**src/rtl/ram_asym_port.sv**
```systemverilog
// Asymmetric-width simple dual-port RAM: lane-sliced storage, per-lane masked
// writes, per-lane read-during-write resolution and a 1- or 2-stage read pipeline.
module ram_asym_port #(
  parameter int unsigned DATA_WIDTH    = 8,
  parameter int unsigned RATIO         = 4,
  parameter int unsigned WIDE_ADDR_W   = 6,
  parameter int unsigned MODE          = 0,
  parameter int unsigned READ_LATENCY  = 1,
  parameter int unsigned COLLISION_FWD = 1,
  localparam int unsigned LW            = $clog2(RATIO),
  localparam int unsigned NARROW_ADDR_W = WIDE_ADDR_W + LW,
  localparam int unsigned WIDE_DW       = RATIO * DATA_WIDTH,
  localparam int unsigned WR_DW         = (MODE != 0) ? DATA_WIDTH : WIDE_DW,
  localparam int unsigned WR_AW         = (MODE != 0) ? NARROW_ADDR_W : WIDE_ADDR_W,
  localparam int unsigned RD_DW         = (MODE != 0) ? WIDE_DW : DATA_WIDTH,
  localparam int unsigned RD_AW         = (MODE != 0) ? WIDE_ADDR_W : NARROW_ADDR_W
) (
  input  logic             clk,
  input  logic             reset,
  input  logic             s_write_req,
  input  logic [WR_AW-1:0] s_write_addr,
  input  logic [WR_DW-1:0] s_write_data,
  input  logic [RATIO-1:0] s_write_mask,
  input  logic             s_read_req,
  input  logic [RD_AW-1:0] s_read_addr,
  output logic [RD_DW-1:0] s_read_data,
  output logic             s_read_valid
);

  localparam int unsigned DEPTH = 2 ** WIDE_ADDR_W;

  logic                   wr_go;
  logic                   rd_go;
  logic [WIDE_ADDR_W-1:0] wr_row;
  logic [WIDE_ADDR_W-1:0] rd_row;
  logic [LW-1:0]          rd_lane;
  logic [RATIO-1:0]       wr_en;
  logic [WIDE_DW-1:0]     wr_wide;
  logic [WIDE_DW-1:0]     rd_wide;
  logic                   ld;
  logic [RD_DW-1:0]       ld_data;

  // Reset blocks writes and refuses read requests.
  assign wr_go = s_write_req & ~reset;
  assign rd_go = s_read_req & ~reset;

  // Lane selection from the narrow final-stage read (MODE 0) or the whole row (MODE 1).
  function automatic logic [RD_DW-1:0] pick(input logic [WIDE_DW-1:0] row,
                                            input logic [LW-1:0]      lane);
    if (MODE == 0) return RD_DW'(row >> (32'(lane) * DATA_WIDTH));
    else           return RD_DW'(row);
  endfunction

  // Address/data decode for the chosen width direction.
  if (MODE == 0) begin : g_wide_wr
    assign wr_row  = s_write_addr;
    assign wr_wide = s_write_data;
    assign wr_en   = {RATIO{wr_go}} & s_write_mask;
    assign rd_row  = s_read_addr[NARROW_ADDR_W-1:LW];
    assign rd_lane = s_read_addr[LW-1:0];
  end else begin : g_narrow_wr
    logic unused_mask;
    assign unused_mask = ^s_write_mask;
    assign wr_row  = s_write_addr[NARROW_ADDR_W-1:LW];
    assign wr_wide = {RATIO{s_write_data}};
    assign wr_en   = wr_go ? (RATIO'(1) << s_write_addr[LW-1:0]) : '0;
    assign rd_row  = s_read_addr;
    assign rd_lane = '0;
  end

  // One storage bank per lane; collisions are resolved lane by lane.
  for (genvar i = 0; i < RATIO; i++) begin : g_lane
    logic [DATA_WIDTH-1:0] mem [DEPTH];
    logic [DATA_WIDTH-1:0] wr_d;
    logic                  hit;

    assign wr_d = wr_wide[i*DATA_WIDTH +: DATA_WIDTH];
    assign hit  = (COLLISION_FWD != 0) && wr_en[i] && (wr_row == rd_row);

    // Lane write port; contents deliberately survive reset.
    always_ff @(posedge clk) begin
      if (wr_en[i]) mem[wr_row] <= wr_d;
    end

    assign rd_wide[i*DATA_WIDTH +: DATA_WIDTH] = hit ? wr_d : mem[rd_row];
  end

  if (READ_LATENCY == 2) begin : g_lat2
    logic               s1_valid;
    logic [WIDE_DW-1:0] s1_row;
    logic [LW-1:0]      s1_lane;

    // First stage captures the resolved row and the lane select alongside it.
    always_ff @(posedge clk) begin
      if (reset) s1_valid <= 1'b0;
      else       s1_valid <= rd_go;
      if (rd_go) begin
        s1_row  <= rd_wide;
        s1_lane <= rd_lane;
      end
    end

    assign ld      = s1_valid;
    assign ld_data = pick(s1_row, s1_lane);
  end else begin : g_lat1
    assign ld      = rd_go;
    assign ld_data = pick(rd_wide, rd_lane);
  end

  // Output stage: data loads only with a valid and holds otherwise.
  always_ff @(posedge clk) begin
    if (reset) begin
      s_read_valid <= 1'b0;
      s_read_data  <= '0;
    end else begin
      s_read_valid <= ld;
      if (ld) s_read_data <= ld_data;
    end
  end

endmodule

```
**config.mk**
```make
export PLATFORM = sky130hd
export DESIGN_NAME = ram_asym_port
export DESIGN_NICKNAME = d
export VERILOG_FILES = /design/src/rtl/ram_asym_port.sv
export SDC_FILE = /design/constraint.sdc
export NUM_CORES = 2
export LEC_CHECK = 0
export CORE_MARGIN = 4
export CORE_UTILIZATION = 40
export DETAILED_ROUTE_END_ITERATION = 10
export PLACE_DENSITY = 0.55
export SLEW_MARGIN = 30
export SYNTH_ARGS = -nofsm -noshare
export SYNTH_HDL_FRONTEND = slang
export SYNTH_SLANG_ARGS = --single-unit
export TNS_END_PERCENT = 100
```
**constraint.sdc**
```tcl
create_clock -name clk -period 7.6 [get_ports clk]
set_input_delay 1.52 -clock clk [delete_from_list [all_inputs] [get_ports clk]]
set_output_delay 1.52 -clock clk [all_outputs]
set_load 0.005 [all_outputs]
```
==> implementation parameters <==
Parameter                              Value

Global routing
  Maximum number of pins on one net before global-route repair ... between 80 and 90
  Antenna violations before repair ... 24
  Congestion Overflow GR ... 0
  Number of global-route vias before repair ... roughly 40000
  First-pass GRT wire length ... roughly 340000 um
  Global-route usage over all layers ... 0.235

Clocking
  Number of setup buffers added after CTS ... 0
  Skew-Pair Late Insertion Delay ... about 0.86 ns
  Total of cells resized after clock tree synthesis ... 0
  Library cell used as clock root buffer ... sky130_fd_sc_hd__clkbuf_16
  Total clock sinks ... 2057
  CTS max path bufs ... 3
  Number of buffers added by the clock tree synthesis step ... ~210
  Worst-path clk slew ... 0.07 ns
  CTS tree ... done
  H-tree levels ... 4
  Count of hold buffers inserted by post-cts repair ... 0

Worst setup path
  Capture instance of the worst register-to-register path ... s_read_data[7]$_SDFFE_PP0P_
  Critical path launch point type ... input port
  Startpoint of the most critical register-to-register path ... g_lane[0].mem[47][7]$_DFFE_PP_
  Data arrival time of the critical path ... ~5.6 ns
  Critical Setup Path Class ... in -> reg
  Highest fanout seen on the critical path ... 58
  CP Capture Type ... flop
  Register-to-register path setup slack ... 4.44 ns
  Reg2reg path depth ... 7
  Endpoint required time on the critical path ... 8.29 ns

Status
  Violations in the final reports ... DRC
  Run status ... finished, violations left

Logic synthesis
  Number of flops mapped to enable cells by yosys ... roughly 2000
  Post-synthesis cell type with the largest combined area ... sky130_fd_sc_hd__edfxtp_1
  Sequential fraction of the synthesis area ... 0.764
  Number of standard cells after synthesis ... 3842
  Area share of the largest cell type after synthesis ... 0.762
  Commonest register cell after synthesis ... sky130_fd_sc_hd__edfxtp_1
  Cell types with the largest area share after synthesis ... sky130_fd_sc_hd__edfxtp_1 76%, sky130_fd_sc_hd__mux4_2 15%, sky130_fd_sc_hd__nor2_1 1.5%
  Post-synthesis instance area ... between 80000 and 90000 um^2
  Share of synthesized flip-flops with an asynchronous set or reset ... 0
  Nets in the synthesized netlist ... between 3000 and 4000
  Yosys warning total ... 0
  Most numerous cell in the Yosys netlist ... sky130_fd_sc_hd__edfxtp_1
  Count of different cell masters after synthesis ... 77
  Post-synthesis area per instance ... roughly 21 um^2
  Number of flip-flops and latches in the synthesized netlist ... roughly 2000
  Top cell types by occurrence after synthesis ... 2048 x sky130_fd_sc_hd__edfxtp_1, 524 x sky130_fd_sc_hd__mux4_2, 317 x sky130_fd_sc_hd__nor2_1, 210 x sky130_fd_sc_hd__nand2_1, 88 x sky130_fd_sc_hd__mux2i_1

Die
  Total core area ... ~200000 um^2
  DIE AREA ... ~210000 um^2
  Die Height ... approximately 460 um
  Die width ... approximately 460 um
  Initial core utilization ... 0.403
  I/O pin count ... 63
  Placement row count ... around 160

Final layout
  Layout Utilization ... 0.456
  Layout-stage area growth over the synthesis result ... 13.1%
  Layout cells sized above 1 ... 0.262
  Final #Nets ... around 4000

Drt
  Metal1 wirelength ... ~100000 um
  Met3 WL post-DR ... between 20000 and 25000 um
  Count of TritonRoute iterations in the first routing pass ... 11
  Highest signal layer in the routed design ... met5
  Count of antenna-violating nets left after detailed routing ... 0
  DR WL/cell ... roughly 36 um
  Length of routed met2 wiring ... 114000 um
  DRT iter0 DRCs ... between 5000 and 6000
  Total vias in the final route ... a little over 40000
  Vias/cell ... 6.02
  DRC viols ... 3
  Sum of routed wire length over all layers ... ~250000 um

STA
  Worst-Margin Slew ... between 1 and 1.5 ns
  Final period demand of the worst path ... 4.94 ns
  Unrepaired setup endpoints after global routing ... false
  Hold violation count in the final report ... 0
  Final-report max-slew violation count ... 0
  Achievable Freq ... slightly above 200 MHz
  Fin Setup TNS ... 0 ns
  Max transition margin ... 0.201
  Endpoints failing setup ... 0
  Ratio of final minimum period to clock period ... 0.650
  Max Clock Skew ... approximately 0.063 ns

Placement
  Global placer's final weighted congestion ... about 0.92
  Half-perimeter wire length after detailed placement ... between 150000 and 200000 um
  Port bufs ... 62

Hold path
  Worst Hold Endpoint ... s_read_data[6]$_SDFFE_PP0P_
  Worst hold path class ... reg -> reg
  Hold Path Stages ... 2
  Hold path start ... s_read_data[6]$_SDFFE_PP0P_

Power
  Static power due to leakage ... ~28 nW
  Power density over cell area ... roughly 270 nW/um^2
  Worst vdd ir ... around 220 uV
  Overall power of the completed layout ... approximately 24 mW

Job
  Reported max-cap violation count ... 0
[sequential cells by signal, summed over array words and instances (netlist names)]
signal and flops:
s_read_data 8, g_lane.mem 2048, s_read_valid 1
[per-layer routing]
| metal | global-route usage | up-vias |
|---|---|---|
| met5 | 0.000459 | - |
| met2 | 0.357 | 2160 |
| met1 | 0.322 | 22200 |
| met3 | 0.0655 | 484 |
| li1 | - | 16300 |
| met4 | 0.0983 | 10 |
[worst max-delay path by stage]
stage / start / to / slack, ns / depth (start not counted)
after floorplan: s_read_addr[2] / s_read_data[7]$_SDFFE_PP0P_ / 3.69 / 9
after global placement: s_read_addr[7] / s_read_data[4]$_SDFFE_PP0P_ / 1.58 / 8
after detailed placement: s_read_addr[7] / s_read_data[6]$_SDFFE_PP0P_ / 2.05 / 9
after CTS: s_read_addr[7] / s_read_data[6]$_SDFFE_PP0P_ / 2.97 / 9
after global routing: s_read_addr[2] / s_read_data[5]$_SDFFE_PP0P_ / 2.68 / 10
final: s_read_addr[2] / s_read_data[5]$_SDFFE_PP0P_ / 2.66 / 10
[layout by cell type (no fill, tap or decap), drive strengths merged, types with 11 or more instances in the layout]
| cell | count |
|---|---|
| diode | 16 |
| buf | 145 |
| inv | 17 |
| nor2 | 317 |
| a22o | 11 |
| clkbuf | 254 |
| edfxtp | 2048 |
| o21ai | 23 |
| clkinv | 95 |
| o22ai | 29 |
| clkdlybuf4s50 | 24 |
| a22oi | 16 |
| mux2 | 24 |
| mux2i | 88 |
| bufinv | 24 |
| o221ai | 13 |
| mux4 | 524 |
| nand2 | 210 |
| nand3 | 21 |
| nor2b | 17 |
| a211oi | 11 |
| nor3 | 17 |
| a221oi | 13 |
| a21oi | 30 |
| nand4 | 17 |
| a32oi | 15 |
| and2 | 12 |
[critical path, stage by stage]
cell	delay [ns]
sky130_fd_sc_hd__buf_8	0.54
sky130_fd_sc_hd__buf_4	0.43
sky130_fd_sc_hd__buf_4	0.45
sky130_fd_sc_hd__mux4_2	0.55
sky130_fd_sc_hd__a22o_1	0.21
sky130_fd_sc_hd__a221oi_1	0.35
sky130_fd_sc_hd__a22oi_1	0.21
sky130_fd_sc_hd__a221oi_1	0.86
sky130_fd_sc_hd__a311o_1	0.22
sky130_fd_sc_hd__a311oi_1	0.09
[logic make-up (layout without fill, tap and decap cells)]
kind of cell              Yosys count  count (layout)  share of synthesized area
other                               0              16                          0
DFF                              2057            2057                      0.764
buffers and inverters             236             564                     0.0170
AOI/OAI and AO/OA                 239             239                     0.0220
muxes                             636             636                      0.161
and+or+nand+nor                   668             668                     0.0354
xor gates and xnor gates            6               6                   0.000651
[through the flow]
| step | instance area (um^2) | setup WS [ns] | std cells | hold slack (ns) |
|---|---|---|---|---|
| floorplan | 80700 | 3.69 | 3842 | 0.467 |
| CTS | 91100 | 2.97 | 6826 | 0.639 |
| detailed placement | 84200 | 2.05 | 6440 | 0.628 |
| finish | 91200 | 2.66 | 6842 | 0.630 |
| global placement | 84100 | 1.58 | 6440 | 0.621 |
| global route | 91200 | 2.68 | 6833 | 0.645 |
[cell type report]
type	instances	area (um^2)
Fill cell	16900	109000
Sequential cell	2057	61700
Multi-Input combinational cell	1549	17900
Clock buffer	254	5460
Tap cell	2656	3320
Timing Repair Buffer	169	1400
Clock inverter	132	1390
Antenna cell	16	40.0
Inverter	9	37.5
[power breakdown]
part / leakage [nW] / switching (mW) / internal, mW
clock: 3.35 / 4.44 / 5.94
sequential: 18.5 / 0.0159 / 12.5
combinational: 6.14 / 0.878 / 0.418
total: 28.0 / 5.33 / 18.9
Note: power is estimated with default switching activity, not from simulation.
